===== src/rtl/core_pkg.sv =====
// Shared definitions for the commit stage: branch condition codes, flag bit
// positions within {S,Z,C,V}, and the commit state encoding.
package core_pkg;

    localparam logic [2:0] COND_BE  = 3'b000;
    localparam logic [2:0] COND_BLT = 3'b001;
    localparam logic [2:0] COND_BLE = 3'b010;
    localparam logic [2:0] COND_BNE = 3'b011;

    localparam int FLAG_S = 3;
    localparam int FLAG_Z = 2;
    localparam int FLAG_C = 1;
    localparam int FLAG_V = 0;

    typedef enum logic {
        ST_RUN    = 1'b0,
        ST_SQUASH = 1'b1
    } commit_state_e;

endpackage


===== src/rtl/cond_eval.sv =====
// Conditional-branch resolver: evaluates a 3-bit condition code against the
// architectural {S,Z,C,V} flags. Codes 100-111 are never taken.
module cond_eval
    import core_pkg::*;
(
    input  logic [3:0] flags,
    input  logic [2:0] cond,
    output logic       taken
);

    logic s_xor_v;
    logic unused_c;

    assign s_xor_v  = flags[FLAG_S] ^ flags[FLAG_V];
    // No condition in this ISA looks at carry.
    assign unused_c = flags[FLAG_C];

    always_comb begin
        taken = 1'b0;
        case (cond)
            COND_BE:  taken = flags[FLAG_Z];
            COND_BLT: taken = s_xor_v;
            COND_BLE: taken = flags[FLAG_Z] | s_xor_v;
            COND_BNE: taken = ~flags[FLAG_Z];
            default:  taken = 1'b0;
        endcase
    end

endmodule


===== src/rtl/ex_commit_stage.sv =====
// Commit/writeback stage: writes the register file, owns the SZCV flags,
// resolves branches, squashes wrong-path instructions and counts retirements.
module ex_commit_stage
    import core_pkg::*;
#(
    parameter int WIDTH        = 16,
    parameter int RA_W         = 3,
    parameter int SQUASH_DEPTH = 2
) (
    input  logic             clk,
    input  logic             rst_n,
    input  logic             hold,
    input  logic             ex_valid,
    output logic             ex_ready,
    input  logic [WIDTH-1:0] ex_result,
    input  logic [RA_W-1:0]  ex_rd,
    input  logic             ex_rf_we,
    input  logic             ex_flag_we,
    input  logic             ex_s,
    input  logic             ex_z,
    input  logic             ex_c,
    input  logic             ex_v,
    input  logic             ex_is_b,
    input  logic             ex_is_bcc,
    input  logic [2:0]       ex_cond,
    output logic             rf_we,
    output logic [RA_W-1:0]  rf_waddr,
    output logic [WIDTH-1:0] rf_wdata,
    output logic             redirect_valid,
    output logic [WIDTH-1:0] redirect_pc,
    output logic [3:0]       flags,
    output logic [15:0]      instret
);

    // Keep the counter at least one bit wide so SQUASH_DEPTH=0 still elaborates.
    localparam int SQ_W = (SQUASH_DEPTH > 0) ? $clog2(SQUASH_DEPTH + 1) : 1;

    commit_state_e    state, state_nxt;
    logic [SQ_W-1:0]  sq_cnt, sq_cnt_nxt;
    logic             accept;
    logic             commit;
    logic             cond_taken;
    logic             taken;

    logic             rf_we_p1;
    logic [RA_W-1:0]  rf_waddr_p1;
    logic [WIDTH-1:0] rf_wdata_p1;
    logic             redirect_vld_p1;
    logic [WIDTH-1:0] redirect_pc_p1;
    logic [3:0]       flags_q;
    logic [15:0]      instret_q;

    assign ex_ready = rst_n & ~hold;
    assign accept   = ex_valid & ex_ready;
    assign commit   = accept & (state == ST_RUN);

    // Resolved against the flags register before this edge; a flag writer in the
    // previous cycle has already landed, so no bypass path exists.
    cond_eval u_cond_eval (
        .flags (flags_q),
        .cond  (ex_cond),
        .taken (cond_taken)
    );

    assign taken = ex_is_b | (ex_is_bcc & cond_taken);

    always_ff @(posedge clk or negedge rst_n) begin
        if (!rst_n) begin
            state  <= ST_RUN;
            sq_cnt <= '0;
        end else begin
            state  <= state_nxt;
            sq_cnt <= sq_cnt_nxt;
        end
    end

    always_comb begin
        state_nxt  = state;
        sq_cnt_nxt = sq_cnt;
        case (state)
            ST_RUN: begin
                if (commit && taken && (SQUASH_DEPTH > 0)) begin
                    state_nxt  = ST_SQUASH;
                    sq_cnt_nxt = SQ_W'(SQUASH_DEPTH);
                end
            end
            ST_SQUASH: begin
                if (accept) begin
                    sq_cnt_nxt = sq_cnt - SQ_W'(1);
                    if (sq_cnt == SQ_W'(1)) begin
                        state_nxt = ST_RUN;
                    end
                end
            end
            default: begin
                state_nxt  = ST_RUN;
                sq_cnt_nxt = '0;
            end
        endcase
    end

    // ---- commit edge: writeback/redirect strobes and architectural state ----
    always_ff @(posedge clk or negedge rst_n) begin
        if (!rst_n) begin
            rf_we_p1        <= 1'b0;
            rf_waddr_p1     <= '0;
            rf_wdata_p1     <= '0;
            redirect_vld_p1 <= 1'b0;
            redirect_pc_p1  <= '0;
            flags_q         <= 4'b0000;
            instret_q       <= 16'h0000;
        end else begin
            rf_we_p1        <= commit & ex_rf_we;
            redirect_vld_p1 <= commit & taken;
            if (commit && ex_rf_we) begin
                rf_waddr_p1 <= ex_rd;
                rf_wdata_p1 <= ex_result;
            end
            if (commit && taken) begin
                redirect_pc_p1 <= ex_result;
            end
            if (commit && ex_flag_we) begin
                flags_q <= {ex_s, ex_z, ex_c, ex_v};
            end
            if (commit) begin
                instret_q <= instret_q + 16'd1;
            end
        end
    end

    assign rf_we          = rf_we_p1;
    assign rf_waddr       = rf_waddr_p1;
    assign rf_wdata       = rf_wdata_p1;
    assign redirect_valid = redirect_vld_p1;
    assign redirect_pc    = redirect_pc_p1;
    assign flags          = flags_q;
    assign instret        = instret_q;

endmodule


===== config.mk =====
export PLATFORM = sky130hd
export DESIGN_NAME = ex_commit_stage
export DESIGN_NICKNAME = d
export VERILOG_FILES = /design/src/rtl/core_pkg.sv /design/src/rtl/cond_eval.sv /design/src/rtl/ex_commit_stage.sv
export SDC_FILE = /design/constraint.sdc
export NUM_CORES = 1
export LEC_CHECK = 0
export CAP_MARGIN = 40
export CORE_ASPECT_RATIO = 0.5
export CORE_UTILIZATION = 47
export DETAILED_ROUTE_END_ITERATION = 16
export HOLD_SLACK_MARGIN = 0.05
export PLACE_DENSITY = 0.86
export SLEW_MARGIN = 20
export SYNTH_ARGS = -nofsm -noshare
export SYNTH_HDL_FRONTEND = slang
export SYNTH_HIERARCHICAL = 1
export SYNTH_SLANG_ARGS = --single-unit

===== constraint.sdc =====
create_clock -name clk -period 3.75 [get_ports clk]
set_input_delay 0.75 -clock clk [delete_from_list [all_inputs] [get_ports clk]]
set_output_delay 0.75 -clock clk [all_outputs]
set_load 0.005 [all_outputs]

==> flow_summary.toml, run 1 <==
[setup_path]
cp_common_cell = "clkdlybuf4s50_1"
endpoint_kind = "output pin"
start_kind = "primary input"
crit_family = "buffers and inverters"
path_class = "primary input to output pin"
cp.buffers_inverters = 2
path_cells = "clkdlybuf4s50_1 > nor2b_1 > clkdlybuf4s50_1"
worstPathMaxFanout = 3
cp_slowest_stage_delay_ns = 0.51
critPathArrivalTime_ns = 1.83
crit_slowest_cell = "clkdlybuf4s50_1"
critical_path_required_ns = 3.00

[clock_network]
clk_path_buf_depth = 2
cts_tree = "yes"
ctsRootBufferMaster = "clkbuf_8"
cts_buffers = 9
path_clk_slew_ns = 0.06
post_cts_buffers = 0
insertion_delay_ns = 0.33
hold_buffers = 0
ctsHtreeMaxLevel = 3
cts_sinks = 60
post_cts_resized = 0

[synthesis]
yosysUniqueCellTypes = 31
syn_nets = 206
synthesis.area_um2 = 2472
ys_seq_area_share_pct = 60.73
postSynthCellCount = 170
synth_warnings = 6
ys_ff_latch = 60
avgSynthCellArea_um2 = 14.54

[placement]
port_buffers = 91
gp_congestion = 0.7599
hpwlAfterDp_um = 3780

[floorplanning]
core-area_um2 = 5000
fp.dieW_um = 104.6
die-area_um2 = 5572
start_util_pct = 49.45
rows = 18
die_h_um = 53.29
ios = 92

[final_layout]
drive_above_1_share_pct = 21.32
final_cell_mix = "clkdlybuf4s50_1, dfrtp_1, mux2_2, xnor2_1"
final_util_pct = 72.70
nets = 303
final_common_cell = "clkdlybuf4s50_1"
num_antenna_cells = 0
area_growth_pct = 47.01

[pwr]
vdd_ir_drop_max_mv = 0.3543
p_leak_uw = 0.001605
powerDensity_nw_per_um2 = 699.3
power_uw = 2542

[status]
outcome = "completed"

[detailed_routing]
vias_per_cell = 4.915
dr_total_vias = 1681
drtAntennaViolNets = 0
drtIter0Drc = 38
drc = 0
wl_per_cell_um = 16.13
routed_wl_um = 5515
first_pass_iters = 4

[sta]
min_period_ns = 2.577
max_slew_margin_pct = 47.71
grt_setup_unrepaired = "no"
fin_worst_skew_ns = 0.007238
setup-violations-final = 0
hold_viol = 0
maxSlewViolCount = 0
post-route-period-util_pct = 68.73
tightest_slew_ns = 0.7825
fmax_mhz = 388.0
fin_setup_tns_ns = 0

[grt]
grt_antenna_before_repair = 0
grtUsageTotal_pct = 21.49
grt_pass1_vias = 1854
gr-total-overflow = 0
grt_pass1_wl_um = 9052
grt_max_degree = 61

[job]
max_cap_viol_count = 0

[min_path]
hold_path.class = "flop to flop"
## state kept, by name, indices dropped and copies added (netlist names), 2 cells and up
| signal | flops |
|---|---|
| instret | 16 |
| redirect_pc | 16 |
| rf_wdata | 16 |
| flags | 4 |
| rf_waddr | 3 |
| sq_cnt | 2 |
## per-stage QoR
| stage | hold WS, ns | std cells | setup slack (ns) | instance area [um2] |
|---|---|---|---|---|
| floorplan | 0.4544 | 170 | 1.697 | 2472 |
| global placement | 0.4611 | 326 | 0.9754 | 3417 |
| detailed placement | 0.4711 | 326 | 0.9108 | 3417 |
| CTS | 0.5074 | 342 | 1.158 | 3635 |
| global route | 0.5122 | 342 | 1.064 | 3635 |
| finish | 0.5061 | 342 | 1.173 | 3635 |
## synth_stat cells
master,number,area (um2)
buf_6,2,22.52
and3_1,2,12.51
nor3_1,1,5.000
nor2b_1,1,6.260
xnor2_1,11,96.34
and4bb_1,1,12.51
o21ai_0,2,10.01
mux2_2,31,349.1
and4b_2,1,11.26
inv_1,2,7.510
xor2_1,5,43.79
a21oi_1,2,10.01
or2b_1,1,7.510
buf_12,1,20.02
buf_2,2,10.01
nor2_1,3,11.26
and3b_1,1,8.760
o211ai_1,1,7.510
clkbuf_1,1,3.750
and4_1,3,26.28
a21o_1,1,7.510
a31oi_1,2,12.51
nand4_1,3,18.77
nand2_1,10,37.54
dfrtp_1,60,1501
and2_1,1,6.260
nand3b_1,1,7.510
nand3_1,6,30.03
mux2_4,9,135.1
ha_1,2,25.02
and2_4,1,8.760
## cells by family after synthesis
logic type,share of synthesized area [%]
fa+ha+maj,1.012
xor+xnor,5.668
compound gates,1.923
flops,60.73
simple gates,8.503
buf+inv,2.581
mux,19.58
## where the power goes
| part | leakage, uW | switching, uW | internal [uW] | total, uW |
|---|---|---|---|---|
| sequential | 0.000765 | 159 | 888 | 1050 |
| clock | 0.000107 | 245 | 392 | 637 |
| combinational | 0.000733 | 241 | 617 | 858 |
## cell type report
type | count | area (um2)
flip-flops and latches | 60 | 1501
fillers | 339 | 1365
repair buffers | 92 | 913.4
multi-input cells | 102 | 907.1
clock buffers | 12 | 145.1
well taps | 70 | 87.58
clock inverters | 4 | 72.57
inverters | 2 | 7.507
## routing by layer
metal  track usage (%)  part of all wire [%]  up-vias
met2             40.07                    53       34
met5                 0                     0        -
met1             25.16                    43      853
met4             6.808                   1.2        0
met3             5.296                   2.8        7
li1                  -                     -      787
## path summary, 6_finish.rpt
kind	slack, ns	to	cells past startpoint	from
setup / recovery	1.17	ex_ready	3	hold
hold / removal	0.51	sq_cnt[0]$_DFFE_PN0P_	1	sq_cnt[0]$_DFFE_PN0P_
hold reg to reg	0.51	sq_cnt[0]$_DFFE_PN0P_	1	sq_cnt[0]$_DFFE_PN0P_
max in group asynchronous	2.61	sq_cnt[1]$_DFFE_PN0P_	2	rst_n
setup reg to reg	1.67	rf_wdata[1]$_DFFE_PN0P_	3	state$_DFF_PN0_
min in group asynchronous	0.65	rf_wdata[13]$_DFFE_PN0P_	2	rst_n
## worst reg2reg max path, cell delays in order, from the launching register on
cell and delay [ns]:
dfrtp_1 0.44, and4bb_1 0.49, nand2_1 0.54, mux2_2 0.49
Power figures use the tool's default switching activity.
==> run 2, diff against run 1 <==
- CORE_UTILIZATION: 47 -> 44
- PLACE_DENSITY: 0.86 -> 0.82
- clock period: 3.75 -> 2.7 ns (I/O delays scaled with it)
==> flow_summary.toml, run 2 (same netlist as run 1, synthesis figures left out) <==
[pwr]
power_uw = 3402
p_leak_uw = 0.001611
vdd_ir_drop_max_mv = 0.4910
powerDensity_nw_per_um2 = 937.3

[clock_network]
path_clk_slew_ns = 0.07
insertion_delay_ns = 0.34
post_cts_resized = 0
post_cts_buffers = 0
clk_path_buf_depth = 2
cts_buffers = 9
hold_buffers = 0
cts_tree = "yes"
cts_sinks = 60
ctsRootBufferMaster = "clkbuf_8"
ctsHtreeMaxLevel = 3

[setup_path]
path_cells = "clkdlybuf4s50_1 > nor2b_1 > clkdlybuf4s50_1"
crit_family = "buffers and inverters"
cp.buffers_inverters = 2
critPathArrivalTime_ns = 1.61
critical_path_required_ns = 2.16
cp_slowest_stage_delay_ns = 0.50
start_kind = "primary input"
cp_common_cell = "clkdlybuf4s50_1"
path_class = "primary input to output pin"
endpoint_kind = "output pin"
worstPathMaxFanout = 3
crit_slowest_cell = "clkdlybuf4s50_1"

[final_layout]
final_common_cell = "clkdlybuf4s50_1"
area_growth_pct = 46.81
final_cell_mix = "clkdlybuf4s50_1, dfrtp_1, mux2_2, xnor2_1"
fin_area_um2 = 3630
final_util_pct = 70.38
drive_above_1_share_pct = 22.63
final_cells = 344
num_antenna_cells = 0
nets = 306

[sta]
maxSlewViolCount = 0
max_slew_margin_pct = 78.09
fin_setup_tns_ns = 0
hold_viol = 0
tightest_slew_ns = 0.3286
setup-violations-final = 0
min_period_ns = 2.154
fin_worst_skew_ns = 0.008366
post-route-period-util_pct = 79.79
fmax_mhz = 464.2
grt_setup_unrepaired = "no"

[detailed_routing]
drtAntennaViolNets = 0
routed_wl_um = 5110
drtIter0Drc = 55
drc = 0
vias_per_cell = 4.863
dr_total_vias = 1673
wl_per_cell_um = 14.85
first_pass_iters = 4

[grt]
gr-total-overflow = 0
grt_antenna_before_repair = 0
grtUsageTotal_pct = 18.84
grt_max_degree = 28
grt_pass1_wl_um = 8059
grt_pass1_vias = 1711

[floorplanning]
die_h_um = 55.01
fp.dieW_um = 108.0
ios = 92
rows = 18
core-area_um2 = 5157
die-area_um2 = 5941
start_util_pct = 47.94

[placement]
hpwlAfterDp_um = 3707
dp_cells = 329
gp_congestion = 0.7143
port_buffers = 91
place_area_um2 = 3440

[status]
outcome = "completed"

[min_path]
hold_path.class = "primary input to asynchronous set/reset pin"

[job]
max_cap_viol_count = 0
[run 2: cell count changes in the layout (fill, tap and decap cells not counted)]
cell       before  now
bufinv_16       2    1
clkbuf_1        2    0
clkinv_2        1    3
buf_4           1    4
[run 2: stage by stage]
step                      setup WS [ns]  hold slack [ns]
final                            0.5457          0.09100
after global routing             0.5202          0.09627
after CTS                        0.5446          0.09560
after detailed placement         0.2774           0.4597
after global placement           0.3540           0.4475
after floorplan                  0.8566           0.2444
[run 2: per-layer routing]
metal	GRT usage, %	part of all wire (%)	vias up
met5	0	0	-
met4	7.534	1.1	0
met3	6.674	3.4	6
met2	34.82	52	29
met1	20.64	43	845
li1	-	-	793
[run 2: path summary, 6_finish.rpt]
check / startpoint / to / slack [ns] / cells past startpoint
worst max-delay path: hold / ex_ready / 0.55 / 3
worst min-delay path: rst_n / instret[2]$_DFFE_PN0P_ / 0.09 / 1
worst max register to register: flags[0]$_DFFE_PN0P_ / redirect_pc[3]$_DFFE_PN0P_ / 0.78 / 6
worst min register to register: instret[15]$_DFFE_PN0P_ / instret[15]$_DFFE_PN0P_ / 0.47 / 1
max in group asynchronous: rst_n / rf_wdata[11]$_DFFE_PN0P_ / 1.97 / 2
min in group clk: instret[15]$_DFFE_PN0P_ / instret[15]$_DFFE_PN0P_ / 0.47 / 1
[run 2: final cells by class]
| class | instances | area, um2 |
|---|---|---|
| clock buffers | 10 | 137.6 |
| clock inverters | 5 | 52.55 |
| fillers | 386 | 1528 |
| inverters | 2 | 7.507 |
| multi-input cells | 102 | 907.1 |
| flip-flops and latches | 60 | 1501 |
| well taps | 70 | 87.58 |
| repair buffers | 95 | 935.9 |
[run 2: power by group]
group | internal, uW | switching, uW
Combinational | 861 | 329
Clock | 441 | 336
Sequential | 1230 | 203
[run 2: worst register-to-register path, stage by stage (launching register included)]
cell	delay, ns
dfrtp_1	0.40
xor2_1	0.23
o211ai_1	0.11
a31oi_1	0.18
a21o_1	0.18
and2_4	0.33
mux2_2	0.37
